<file path="config.mk">
export PLATFORM = sky130hd
export DESIGN_NAME = bus_arbiter_flat
export DESIGN_NICKNAME = d
export VERILOG_FILES = /design/src/rtl/bus_arbiter_if.sv /design/src/rtl/bus_arbiter.sv /design/src/flat_wrapper.sv
export SDC_FILE = /design/constraint.sdc
export NUM_CORES = 1
export LEC_CHECK = 0
export ABC_AREA = 1
export BUFFER_PORTS_ARGS = -buffer_cell sky130_fd_sc_hd__buf_2
export CAP_MARGIN = 10
export CORE_UTILIZATION = 40
export CTS_CLUSTER_DIAMETER = 100
export DETAILED_ROUTE_END_ITERATION = 16
export PLACE_DENSITY = 0.85
export SYNTH_ARGS = -nofsm -noshare
export SYNTH_HDL_FRONTEND = slang
export SYNTH_SLANG_ARGS = --single-unit
export TNS_END_PERCENT = 100
</file>
<file path="constraint.sdc">
create_clock -name clk -period 3.1 [get_ports clk]
set_input_delay 0.155 -clock clk [delete_from_list [all_inputs] [get_ports clk]]
set_output_delay 0.155 -clock clk [all_outputs]
set_load 0.05 [all_outputs]
</file>
<file path="src/rtl/bus_arbiter_if.sv">
// Signal bundle between the two CPU-side masters, the arbiter and the memory-bus slave.
// The arbiter connects through the slave modport; the surrounding system uses master.
interface bus_arbiter_if #(
  parameter int ADDR_W = 32,
  parameter int DATA_W = 32
);
  logic              m0_req;
  logic              m0_we;
  logic [ADDR_W-1:0] m0_addr;
  logic [DATA_W-1:0] m0_wdata;
  logic              m0_ready;
  logic [DATA_W-1:0] m0_rdata;
  logic              m0_err;

  logic              m1_req;
  logic              m1_we;
  logic [ADDR_W-1:0] m1_addr;
  logic [DATA_W-1:0] m1_wdata;
  logic              m1_ready;
  logic [DATA_W-1:0] m1_rdata;
  logic              m1_err;

  logic              bus_valid;
  logic              bus_we;
  logic [ADDR_W-1:0] bus_addr;
  logic [DATA_W-1:0] bus_wdata;
  logic              bus_rvalid;
  logic [DATA_W-1:0] bus_rdata;

  logic              busy;

  modport slave (
    input  m0_req, m0_we, m0_addr, m0_wdata,
    output m0_ready, m0_rdata, m0_err,
    input  m1_req, m1_we, m1_addr, m1_wdata,
    output m1_ready, m1_rdata, m1_err,
    output bus_valid, bus_we, bus_addr, bus_wdata,
    input  bus_rvalid, bus_rdata,
    output busy
  );

  modport master (
    output m0_req, m0_we, m0_addr, m0_wdata,
    input  m0_ready, m0_rdata, m0_err,
    output m1_req, m1_we, m1_addr, m1_wdata,
    input  m1_ready, m1_rdata, m1_err,
    input  bus_valid, bus_we, bus_addr, bus_wdata,
    output bus_rvalid, bus_rdata,
    input  busy
  );
endinterface

</file>
<file path="src/rtl/bus_arbiter.sv">
// Two-master round-robin arbiter for the single-slave CPU memory bus, one transaction
// in flight at a time, with a BUSY-cycle timeout that completes with an error flag.
module bus_arbiter #(
  parameter int ADDR_W  = 32,
  parameter int DATA_W  = 32,
  parameter int TIMEOUT = 255
) (
  input  logic           clk,
  input  logic           rst,
  bus_arbiter_if.slave   bif
);

  localparam int CNT_W = $clog2(TIMEOUT + 1);

  localparam logic [1:0] IDLE = 2'd0;
  localparam logic [1:0] BUSY = 2'd1;
  localparam logic [1:0] RESP = 2'd2;

  logic [1:0]        state_reg;
  logic [1:0]        state_next;
  logic              owner_reg;
  logic              last_owner_reg;
  logic              we_reg;
  logic [ADDR_W-1:0] addr_reg;
  logic [DATA_W-1:0] wdata_reg;
  logic [DATA_W-1:0] rdata_reg;
  logic              err_reg;
  logic [CNT_W-1:0]  cnt_reg;

  logic [1:0]        req;
  logic [1:0]        we_in;
  logic [ADDR_W-1:0] addr_in  [2];
  logic [DATA_W-1:0] wdata_in [2];
  logic [1:0]        ready;
  logic [DATA_W-1:0] rdata_out [2];
  logic [1:0]        err_out;
  logic              grant_sel;
  logic              timeout_hit;

  assign req         = {bif.m1_req, bif.m0_req};
  assign we_in       = {bif.m1_we, bif.m0_we};
  assign addr_in[0]  = bif.m0_addr;
  assign addr_in[1]  = bif.m1_addr;
  assign wdata_in[0] = bif.m0_wdata;
  assign wdata_in[1] = bif.m1_wdata;

  // On a tie the master that did not own the previous transaction wins.
  always_comb begin
    grant_sel = req[1];
    if (req == 2'b11) begin
      grant_sel = ~last_owner_reg;
    end
  end

  assign timeout_hit = (cnt_reg == CNT_W'(TIMEOUT - 1));

  always_comb begin
    state_next = state_reg;
    case (state_reg)
      IDLE: if (|req) state_next = BUSY;
      BUSY: if (bif.bus_rvalid || timeout_hit) state_next = RESP;
      RESP: state_next = IDLE;
      default: state_next = IDLE;
    endcase
  end

  always_ff @(posedge clk or posedge rst) begin
    if (rst) begin
      state_reg      <= IDLE;
      owner_reg      <= 1'b0;
      last_owner_reg <= 1'b1;
      we_reg         <= 1'b0;
      addr_reg       <= '0;
      wdata_reg      <= '0;
      rdata_reg      <= '0;
      err_reg        <= 1'b0;
      cnt_reg        <= '0;
    end else begin
      state_reg <= state_next;
      case (state_reg)
        IDLE: begin
          if (|req) begin
            owner_reg <= grant_sel;
            we_reg    <= we_in[grant_sel];
            addr_reg  <= addr_in[grant_sel];
            wdata_reg <= wdata_in[grant_sel];
            cnt_reg   <= '0;
          end
        end
        BUSY: begin
          cnt_reg <= cnt_reg + CNT_W'(1);
          // A slave answer in the last allowed cycle still counts as a normal completion.
          if (bif.bus_rvalid) begin
            rdata_reg <= we_reg ? '0 : bif.bus_rdata;
            err_reg   <= 1'b0;
          end else if (timeout_hit) begin
            rdata_reg <= '0;
            err_reg   <= 1'b1;
          end
        end
        RESP: begin
          last_owner_reg <= owner_reg;
        end
        default: begin
        end
      endcase
    end
  end

  // Response fields are forced to zero for the non-owner and outside RESP.
  genvar gi;
  generate
    for (gi = 0; gi < 2; gi++) begin : g_resp
      assign ready[gi]     = (state_reg == RESP) && (owner_reg == 1'(gi));
      assign rdata_out[gi] = ready[gi] ? rdata_reg : '0;
      assign err_out[gi]   = ready[gi] & err_reg;
    end
  endgenerate

  assign bif.m0_ready = ready[0];
  assign bif.m0_rdata = rdata_out[0];
  assign bif.m0_err   = err_out[0];
  assign bif.m1_ready = ready[1];
  assign bif.m1_rdata = rdata_out[1];
  assign bif.m1_err   = err_out[1];

  assign bif.bus_valid = (state_reg == BUSY);
  assign bif.bus_we    = we_reg;
  assign bif.bus_addr  = addr_reg;
  assign bif.bus_wdata = wdata_reg;
  assign bif.busy      = (state_reg != IDLE);

endmodule

</file>
<file path="src/flat_wrapper.sv">
// flat-port wrapper written by rule: the top's interface ports become plain ports
module bus_arbiter_flat 
#(
  parameter int ADDR_W  = 32,
  parameter int DATA_W  = 32,
  parameter int TIMEOUT = 255
)
  (clk, rst, bif_m0_req, bif_m0_we, bif_m0_addr, bif_m0_wdata, bif_m0_ready, bif_m0_rdata, bif_m0_err, bif_m1_req, bif_m1_we, bif_m1_addr, bif_m1_wdata, bif_m1_ready, bif_m1_rdata, bif_m1_err, bif_bus_valid, bif_bus_we, bif_bus_addr, bif_bus_wdata, bif_bus_rvalid, bif_bus_rdata, bif_busy);
  bus_arbiter_if #(.ADDR_W(ADDR_W), .DATA_W(DATA_W)) bif_i ();
  input  logic clk;
  input  logic rst;
  input wire logic [$bits(bif_i.m0_req)-1:0] bif_m0_req;
  input wire logic [$bits(bif_i.m0_we)-1:0] bif_m0_we;
  input wire logic [$bits(bif_i.m0_addr)-1:0] bif_m0_addr;
  input wire logic [$bits(bif_i.m0_wdata)-1:0] bif_m0_wdata;
  output wire logic [$bits(bif_i.m0_ready)-1:0] bif_m0_ready;
  output wire logic [$bits(bif_i.m0_rdata)-1:0] bif_m0_rdata;
  output wire logic [$bits(bif_i.m0_err)-1:0] bif_m0_err;
  input wire logic [$bits(bif_i.m1_req)-1:0] bif_m1_req;
  input wire logic [$bits(bif_i.m1_we)-1:0] bif_m1_we;
  input wire logic [$bits(bif_i.m1_addr)-1:0] bif_m1_addr;
  input wire logic [$bits(bif_i.m1_wdata)-1:0] bif_m1_wdata;
  output wire logic [$bits(bif_i.m1_ready)-1:0] bif_m1_ready;
  output wire logic [$bits(bif_i.m1_rdata)-1:0] bif_m1_rdata;
  output wire logic [$bits(bif_i.m1_err)-1:0] bif_m1_err;
  output wire logic [$bits(bif_i.bus_valid)-1:0] bif_bus_valid;
  output wire logic [$bits(bif_i.bus_we)-1:0] bif_bus_we;
  output wire logic [$bits(bif_i.bus_addr)-1:0] bif_bus_addr;
  output wire logic [$bits(bif_i.bus_wdata)-1:0] bif_bus_wdata;
  input wire logic [$bits(bif_i.bus_rvalid)-1:0] bif_bus_rvalid;
  input wire logic [$bits(bif_i.bus_rdata)-1:0] bif_bus_rdata;
  output wire logic [$bits(bif_i.busy)-1:0] bif_busy;
  assign bif_i.m0_req = bif_m0_req;
  assign bif_i.m0_we = bif_m0_we;
  assign bif_i.m0_addr = bif_m0_addr;
  assign bif_i.m0_wdata = bif_m0_wdata;
  assign bif_m0_ready = bif_i.m0_ready;
  assign bif_m0_rdata = bif_i.m0_rdata;
  assign bif_m0_err = bif_i.m0_err;
  assign bif_i.m1_req = bif_m1_req;
  assign bif_i.m1_we = bif_m1_we;
  assign bif_i.m1_addr = bif_m1_addr;
  assign bif_i.m1_wdata = bif_m1_wdata;
  assign bif_m1_ready = bif_i.m1_ready;
  assign bif_m1_rdata = bif_i.m1_rdata;
  assign bif_m1_err = bif_i.m1_err;
  assign bif_bus_valid = bif_i.bus_valid;
  assign bif_bus_we = bif_i.bus_we;
  assign bif_bus_addr = bif_i.bus_addr;
  assign bif_bus_wdata = bif_i.bus_wdata;
  assign bif_i.bus_rvalid = bif_bus_rvalid;
  assign bif_i.bus_rdata = bif_bus_rdata;
  assign bif_busy = bif_i.busy;
  bus_arbiter #(.ADDR_W(ADDR_W), .DATA_W(DATA_W), .TIMEOUT(TIMEOUT)) u_core (.clk(clk), .rst(rst), .bif(bif_i));
endmodule
</file>
==> results.tsv, run 1 <==
metric	value	unit
crit_fanout	33	
critPathLaunchType	flip-flop	
viasPerCell	5.05	
wl_met1	6.54	mm
top_layer	met4	
setup_viol	0	
critPathRequiredTime	2.94	ns
std_cell_rows	42	
synthToLayoutAreaGrowth	34.7	%
core_area	13200	sq um
status	complete, no violations	
clkPwrFrac	14.9	%
finalCritPeriodShare	71.0	%
grtUsageTotal	23.6	%
yosys.area.top_type_share	50.5	%
vias	5806	
rsz0062_at_grt	no	
cts_buffers	9	
fp.dieH	118	microns
hp-class	in2reg	
switching_share	52.5	%
overflow	0	
hold_depth	3	
powerDensity	1070	nW/um^2
avgSynthCellArea	7.69	sq um
slowest_stage	inv_1	
seqCellArea	2750	sq um
crit_arrival	2.04	ns
synthArstFlopShare	100	%
cts_num_sinks	110	
synth-edff-count	0	
cts_tree	done	
routed_wl	16.4	mm
endpoint_kind	output port	
synth_cells	703	
antenna_found_initial	0	
vdd_ir_drop_max	0.000654	V
internal-power	0.00369	W
synthTopCellsByArea	dfrtp_1 50%, nand2_1 11%, nor2_1 9.7%	
ctsRootBufferMaster	clkbuf_16	
skew	0.00871	ns
grt_max_degree	71	
drt-initial-drc-count	306	
dp_hpwl	11.7	mm
drc_errors	0	
cp_slowest_stage_delay	0.43	ns
cts_buffer_depth	2	
worstMarginPinSlew	1.07	ns
fillers	1254	
setup_tns	0	ns
portBuffers	301	
clock_latency	0.35	ns
fmax	0.455	GHz
relSlewSlack	28.9	%
leakagePower	3.88	nW
dieWidth	118	microns
h-tree-depth	3	
power.net_switching	0.00407	W
ys_ff_latch	110	
reg2reg_depth	6	
first_pass_iters	5	
io_pins	302	
initial_core_util	41.0	%
hold_viol	0	
wl_met2	8.06	mm
clkTransAtPathRegs	0.07	ns
drv_slew	0	
layout-drive-gt1-share	33.9	%
synth_ff_type	dfrtp_1	
synthesis.nets	872	
avgRoutedWirePerCell	14.3	microns
syn_area	5410	sq um
grt_first_pass_wirelength	26.3	mm
worstPathCellList	inv_1 -> nand2_1 -> nor2_1 -> inv_1 -> nor2_1 -> buf_2	
fin_nets	1138	
ys_types	19	
post-route-util	55.2	%
min_period	2.20	ns
yosysMostFrequentCell	nand2_1	
power.share.sequential	31.7	%
crit_type	reg2out	
gp_congestion	0.807	
maxCapViolations	0	
yosys.area.top_type	dfrtp_1	
synth_common_cells	156 x nand2_1, 139 x nor2_1, 109 x dfrtp_1	
routed-wl-met3	1.34	mm
combPwrFrac	53.4	%
antenna_left	0	
yosys_warnings	0	
dieArea	14000	sq um
antenna_cells	0	
seq_area_frac_synth	50.9	%
grt_pass1_vias	5376	
multi_input_area	2210	sq um
[logic make-up after synthesis]
family	Yosys count	synth area share (%)
and+or+nand+nor	406	31.6
xor gates and xnor gates	1	0.162
DFF	110	50.9
adders and majority gates	2	0.463
buffers and inverters	108	8.26
AOI/OAI and AO/OA	76	8.54
[repair_timing]
item                       4_1_cts  5_1_grt
setup endpoints to repair        0        0
hold buffers                     1        0
buffers inserted                 0        0
gates resized for setup          0        0
hold endpoints to repair        55        0
[critical path: cells and delay by family, from the launching register on]
family | cells | cell delay [ns]
buf+inv | 3 | 0.85
flops | 1 | 0.39
simple gates | 3 | 0.45
[power by group through the flow]
stage                     Combinational, W  Clock (W)  Sequential [W]
after global routing               0.00446    0.00124         0.00254
after global placement             0.00409          0         0.00245
after CTS                          0.00416    0.00118         0.00246
final                              0.00414    0.00116         0.00246
after detailed placement           0.00416          0         0.00248
after floorplan                    0.00168          0         0.00392
[area by class of cell]
cell class	count	share of cell area (%)
Sequential cell	110	37.8
Multi-Input combinational cell	485	30.4
Timing Repair Buffer	310	22.0
Clock buffer	11	3.33
Tap cell	176	3.02
Inverter	53	2.77
Clock inverter	4	0.653
[through the flow]
stage / cells / hold slack [ns] / power, W / setup slack, ns / instance area, sq um
floorplan: 703 / 0.308 / 0.00560 / 0.0444 / 5410
global placement: 1133 / 0.319 / 0.00654 / 1.32 / 6980
detailed placement: 1133 / 0.313 / 0.00663 / 1.19 / 6980
CTS: 1149 / 0.0419 / 0.00780 / 0.887 / 7280
global route: 1149 / 0.0483 / 0.00825 / 0.641 / 7280
finish: 1149 / 0.0562 / 0.00776 / 0.900 / 7280
[per-layer routing]
| layer | global-route usage, % | up-vias |
|---|---|---|
| met5 | 0 | - |
| met4 | 10.4 | 0 |
| met3 | 6.03 | 34 |
| met2 | 39.9 | 271 |
| met1 | 28.4 | 2669 |
| li1 | - | 2832 |
[worst paths after layout]
check,endpoint,slack (ns),from
max,bif_m0_rdata[8],0.90,u_core.state_reg[0]$_DFFE_PP0P_
min reg2reg,u_core.rdata_reg[0]$_DFFE_PP0P_,0.47,u_core.rdata_reg[0]$_DFFE_PP0P_
min,u_core.bif.bus_addr[28]$_DFFE_PP0P_,0.06,bif_m0_addr[28]
min in group asynchronous,u_core.bif.bus_addr[13]$_DFFE_PP0P_,0.46,rst
max in group asynchronous,u_core.last_owner_reg$_DFFE_PP1N_,1.84,rst
max reg2reg,u_core.bif.bus_addr[20]$_DFFE_PP0P_,1.15,u_core.state_reg[0]$_DFFE_PP0P_
[layout by cell type (no fill, tap or decap), drive strengths merged]
cell	count
buf	309
a31oi	65
o21ai	10
nand3	74
dfrtp	109
dfstp	1
bufinv	1
xnor2	1
clkinv	2
nor2	141
clkinvlp	1
nand2	157
a21oi	1
inv	53
nand4	34
clkbuf	11
dlygate4sd3	1
ha	2
(Power assumes the default switching activity.)
==> run 2, diff against run 1 <==
- ABC_AREA: 1 -> 0
- CORE_UTILIZATION: 40 -> 41
- PLACE_DENSITY: 0.85 -> 0.86
- clock period: 3.1 -> 2.01 ns (I/O delays scaled with it)
==> run 2 against run 1 <==
Largest cell class unchanged. Worst setup slack worse by 0.78 ns. Via count down 8.1%. Non-clock buffer count is 38 higher. Sequential share of layout area decreased by 2.9 points. Cell area increased by 8.2%. Clock skew down 0.0013 ns. Global-route usage fell by 0.43 points. Synthesized cell count is 24% lower. Clock-buffer cell count increased by 1.
==> results.tsv, run 2 <==
metric	value	unit	change
synth_cells	535		-24%
leakagePower	4.05	nW	+4.4%
grt_pass1_vias	5254		-2.3%
portBuffers	301		unchanged
avgSynthCellArea	10.5	sq um	+36%
viasPerCell	5.18		+2.4%
seq_area_frac_synth	49.2	%	-1.8 points
initial_core_util	42.1	%	+1.1 points
setup_viol	0		unchanged
design_area	7880	sq um	+8.2%
dpl_cell_area	7270	sq um	+4.2%
cts_buffer_depth	2		unchanged
endpoint_kind	output port		
yosys.area.top_type	dfrtp_1		
min_period	1.89	ns	
clock_latency	0.34	ns	about the same
fillers	1120		-11%
routed_wl	16.2	mm	-1.3%
fin_ws	0.124	ns	-0.776 ns
ctsRootBufferMaster	clkbuf_16		
layout_commonest_cell	buf_2		
synth_ff_type	dfrtp_1		
drt-initial-drc-count	367		+20%
synth_common_cells	109 x dfrtp_1, 94 x and2_1, 94 x o21ai_0		
vdd_ir_drop_max	0.00100	V	+53%
fp.dieH	119	microns	+0.53%
maxCapViolations	0		unchanged
rsz0062_at_grt	no		
cts_buffers	9		unchanged
vias	5337		-8.1%
yosys_warnings	0		unchanged
avgRoutedWirePerCell	15.7	microns	+10%
h-tree-depth	3		unchanged
seqCellArea	2750	sq um	unchanged
antenna_found_initial	0		unchanged
antenna_left	0		unchanged
powerDensity	1590	nW/um^2	+50%
ys_ff_latch	110		unchanged
multi_input_area	2620	sq um	+18%
hp-class	in2reg		
fin_nets	1020		-10%
overflow	0		unchanged
ys_types	37		+18
drc_errors	0		unchanged
skew	0.00744	ns	-0.00126 ns
cts_num_sinks	110		unchanged
crit_fanout	34		+3.0%
final_cell_mix	301 x buf_2, 109 x dfrtp_1, 94 x o21ai_0, 94 x and2_1, 70 x mux2i_1		
dieWidth	119	microns	+0.53%
io_pins	302		unchanged
synthToLayoutAreaGrowth	40.6	%	
crit_type	reg2out		
drv_slew	0		unchanged
gp_congestion	0.794		-1.6%
dieArea	14100	sq um	+1.1%
synthTopCellsByArea	dfrtp_1 49%, mux2i_1 13%, and2_1 11%		
cts_setup_buffers	0		unchanged
finalCritPeriodShare	93.8	%	
synth-edff-count	0		unchanged
status	complete, no violations		
layout-drive-gt1-share	40.0	%	+6.1 points
synthesis.nets	704		-19%
pre_cts_slack	0.0406	ns	-1.15 ns
crit_arrival	1.79	ns	-0.25 ns
antenna_cells	0		unchanged
grtUsageTotal	23.2	%	-0.43 points
worstMarginPinSlew	1.09	ns	+0.0283 ns
critPathLaunchType	flip-flop		
grt_first_pass_wirelength	26.3	mm	-0.10%
synthArstFlopShare	100	%	unchanged
fmax	0.530	GHz	
hold_viol	0		unchanged
dp_hpwl	11.0	mm	-6.3%
clkTransAtPathRegs	0.07	ns	about the same
yosysMostFrequentCell	dfrtp_1		
cts_tree	done		
relSlewSlack	26.8	%	-2.1 points
setup_tns	0	ns	unchanged
critPathRequiredTime	1.91	ns	-1.03 ns
grt_max_degree	50		-30%
std_cell_rows	42		unchanged
first_pass_iters	4		-1
syn_area	5600	sq um	+3.6%
yosys.area.top_type_share	48.7	%	-1.8 points
core_area	13300	sq um	+0.80%
run 2: cell count changes in the layout (fill, tap and decap cells not counted), moves of 42 or more:
| cell | previous run | this run |
|---|---|---|
| o21ai_0 | 9 | 94 |
| and2_1 | 0 | 94 |
| nand3_1 | 74 | 2 |
| a31oi_1 | 65 | 1 |
| mux2i_1 | 0 | 70 |
| nor2_1 | 139 | 4 |
| o21ai_1 | 1 | 43 |
| nand2_1 | 154 | 5 |
| inv_1 | 52 | 3 |
run 2: layout make-up:
class | count | share of cell area [%]
timing repair buffer | 348 | 25.3
inverter | 6 | 0.334
clock inverter | 3 | 0.270
clock buffer | 12 | 3.00
tap | 176 | 2.80
sequential | 110 | 35.0
multi-input combinational | 376 | 33.3
run 2: worst paths after layout:
check                                                start  slack (ns)  cells after the start                              endpoint
setup / recovery           u_core.state_reg[0]$_DFFE_PP0P_        0.12                      5                      bif_m1_rdata[23]
max in group asynchronous                              rst        1.07                      4   u_core.bif.bus_addr[14]$_DFFE_PP0P_
setup reg to reg           u_core.state_reg[1]$_DFFE_PP0P_        0.14                      3      u_core.rdata_reg[24]$_DFFE_PP0P_
hold reg to reg              u_core.cnt_reg[7]$_DFFE_PP0P_        0.48                      1         u_core.cnt_reg[7]$_DFFE_PP0P_
min in group asynchronous                              rst        0.43                      4  u_core.bif.bus_wdata[31]$_DFFE_PP0P_
hold / removal                              bif_m0_addr[9]        0.02                      3    u_core.bif.bus_addr[9]$_DFFE_PP0P_
run 2: metrics by stage:
step           hold slack (ns)  std cells  util (%)  power (W)
6_report                0.0237       1031      59.2     0.0126
5_1_grt                 0.0156       1031      59.2     0.0133
4_1_cts                0.00329       1030      59.1     0.0126
3_5_place_dp             0.244        982      54.7     0.0109
3_3_place_gp             0.240        982      54.7     0.0107
2_1_floorplan            0.187        535         -    0.00907
run 2: repair_timing:
| action | in CTS | in global routing |
|---|---|---|
| gates resized for setup | 0 | 1 |
| endpoints found under the setup margin | 0 | 46 |
| endpoints found under the hold margin | 141 | 0 |
| hold buffers | 33 | 0 |
run 2: cell families after synthesis:
kind of cell             share of synthesized area (%)
adder cells (fa/ha/maj)                          0.447
AND/OR/NAND/NOR                                   13.8
flip-flops                                        49.2
multiplexers                                      12.5
AO/OA/AOI/OAI                                     19.3
buffers and inverters                             4.85
run 2: layer usage:
| layer | track usage (%) | share of wire, % | vias to the layer above |
|---|---|---|---|
| li1 | - | - | 2546 |
| met1 | 28.3 | 41 | 2506 |
| met2 | 41.1 | 51 | 271 |
| met3 | 4.60 | 6.4 | 14 |
| met4 | 7.28 | 1.4 | 0 |
| met5 | 0 | 0 | - |
run 2: critical path, stage by stage, from the launching register on:
cell and delay (ns):
dfrtp_1 0.44, nand2b_4 0.19, nor2_2 0.08, buf_4 0.28, and2_1 0.18, buf_2 0.27
run 2: power by group:
group          internal (W)  switching (W)
combinational       0.00200        0.00494
sequential          0.00327       0.000733
clock              0.000839       0.000772
==> run 3, diff against run 2 <==
- CORE_ASPECT_RATIO: not set -> 0.6
==> run 3 against run 2 <==
Sequential cell count did not move. Clock power rose by 6%. Via count rose by 1.4%. Core utilization rose by 0.96 points. Register-to-register slack improved by 0.16 ns. Clock-buffer cell count fell by 1. First-iteration DRC count fell by 28%. Largest power group unchanged. Clock skew rose by 0.0088 ns.
==> results.tsv, run 3 (same netlist as run 2, synthesis figures left out) <==
metric	value	unit	change
status	complete, no violations		
worstMarginPinSlew	0.632	ns	-0.462 ns
crit_fanout	34		unchanged
skew	0.0163	ns	+0.00884 ns
dieArea	14100	sq um	+0.11%
first_pass_iters	4		unchanged
h-tree-depth	3		unchanged
drc_errors	0		unchanged
dieWidth	153	microns	+29%
ctsRootBufferMaster	clkbuf_16		
min_period	1.89	ns	+0.00879 ns
layout_commonest_cell	buf_2		
cts_buffers	9		unchanged
min_from	bif_bus_rdata[23]		
cts_tree	done		
maxCapViolations	0		unchanged
std_cell_rows	32		-24%
routed_wl	16.3	mm	+0.90%
fmax	0.528	GHz	-0.46%
leakagePower	4.06	nW	+0.26%
portBuffers	301		unchanged
synthToLayoutAreaGrowth	40.7	%	about the same
hp-class	in2reg		
fin_nets	1016		-0.39%
cts_num_sinks	110		unchanged
crit_arrival	1.79	ns	about the same
crit_type	reg2out		
endpoint_kind	output port		
finalCritPeriodShare	94.3	%	+0.44 points
antenna_cells	0		unchanged
grt_pass1_vias	5122		-2.5%
final_cell_mix	301 x buf_2, 109 x dfrtp_1, 94 x o21ai_0, 94 x and2_1, 70 x mux2i_1		
critPathLaunchType	flip-flop		
setup_tns	0	ns	unchanged
vdd_ir_drop_max	0.000763	V	-24%
rr_startpoint	u_core.cnt_reg[0]$_DFFE_PP0P_		
core_area	13100	sq um	-1.5%
grt_first_pass_wirelength	25.8	mm	-1.8%
relSlewSlack	57.8	%	+31 points
clock_latency	0.34	ns	about the same
layout-drive-gt1-share	40.4	%	+0.38 points
whs_endpoint	u_core.rdata_reg[23]$_DFFE_PP0P_		
viasPerCell	5.30		+2.3%
setup_viol	0		unchanged
antenna_left	0		unchanged
dp_hpwl	11.5	mm	+5.0%
initial_core_util	42.8	%	+0.65 points
critPathRequiredTime	1.91	ns	about the same
rsz0062_at_grt	no		
gp_congestion	0.782		-1.5%
hold_depth	2		-1
io_pins	302		unchanged
fp.dieH	92.5	microns	-22%
r2r-end	u_core.rdata_reg[1]$_DFFE_PP0P_		
avgRoutedWirePerCell	16.0	microns	+1.8%
overflow	0		unchanged
drt-initial-drc-count	264		-28%
powerDensity	1610	nW/um^2	+0.84%
antenna_found_initial	0		unchanged
reg2reg_depth	6		+3
hold_viol	0		unchanged
clkTransAtPathRegs	0.08	ns	about the same
cts_buffer_depth	2		unchanged
ff2ff_setup_slack	0.30	ns	+0.16 ns
grtUsageTotal	22.8	%	-0.47 points
grt_max_degree	111		+120%
drv_slew	0		unchanged
vias	5413		+1.4%
power	0.0127	W	+0.90%
## run 3: cell count changes in the layout (fill, tap and decap cells not counted), sizes merged
| cell | delta |
|---|---|
| inv | +2 |
| clkbuf | -1 |
| dlygate4sd3 | -4 |
| buf | +1 |
| nor3b | -1 |
## run 3: how the worst max path moves through the flow
stage,to,slack (ns),start,cells past startpoint
after CTS,u_core.rdata_reg[8]$_DFFE_PP0P_,0.04,u_core.state_reg[1]$_DFFE_PP0P_,3
after global placement,u_core.rdata_reg[7]$_DFFE_PP0P_,0.16,u_core.state_reg[1]$_DFFE_PP0P_,3
after global routing,bif_m0_err,0.03,u_core.state_reg[0]$_DFFE_PP0P_,5
after detailed placement,u_core.rdata_reg[1]$_DFFE_PP0P_,0.06,u_core.state_reg[1]$_DFFE_PP0P_,3
final,bif_m1_rdata[10],0.12,u_core.state_reg[0]$_DFFE_PP0P_,5
after floorplan,bif_m0_rdata[30],0.27,u_core.state_reg[0]$_DFFE_PP0P_,2
## run 3: repair_timing
action,in CTS,in global routing
hold buffers,29,0
resized for setup,0,2
endpoints found under the hold margin,137,0
setup endpoints to repair,0,34
buffers inserted,0,0
## run 3: per-stage QoR
| step | setup WS [ns] | std cells | hold slack, ns | instance area (sq um) | utilization [%] |
|---|---|---|---|---|---|
| after global routing | 0.0265 | 1022 | 0.000118 | 7880 | 60.2 |
| after floorplan | 0.274 | 535 | 0.187 | 5600 | - |
| after CTS | 0.0421 | 1021 | 0.00187 | 7860 | 60.0 |
| final | 0.115 | 1022 | 0.0147 | 7880 | 60.2 |
| after global placement | 0.163 | 976 | 0.313 | 7290 | 55.7 |
| after detailed placement | 0.0582 | 976 | 0.326 | 7290 | 55.7 |
## run 3: report_power, final
part           internal, W  switching (W)  total, W
clock             0.000888       0.000808   0.00170
combinational      0.00207        0.00492   0.00699
sequential         0.00327       0.000716   0.00398
total              0.00622        0.00645    0.0127
## run 3: cell type report
class / instances / area [sq um]
fillers: 1102 / 5210
flip-flops and latches: 110 / 2750
multi-input cells: 375 / 2610
repair buffers: 345 / 2000
clock buffers: 11 / 243
well taps: 170 / 213
clock inverters: 5 / 38.8
inverters: 6 / 26.3
## run 3: worst max-delay path, cell delays in order (launching register included)
cell,delay [ns]
dfrtp_1,0.45
nand2b_4,0.19
nor2_1,0.12
buf_6,0.25
and2_1,0.17
buf_2,0.26
## run 3: routing by layer
metal,vias up,track usage [%],part of all wire [%]
li1,2553,-,-
met1,2592,30.2,45
met2,241,38.0,48
met3,27,4.35,5.4
met4,0,6.73,1.8
met5,-,0,0
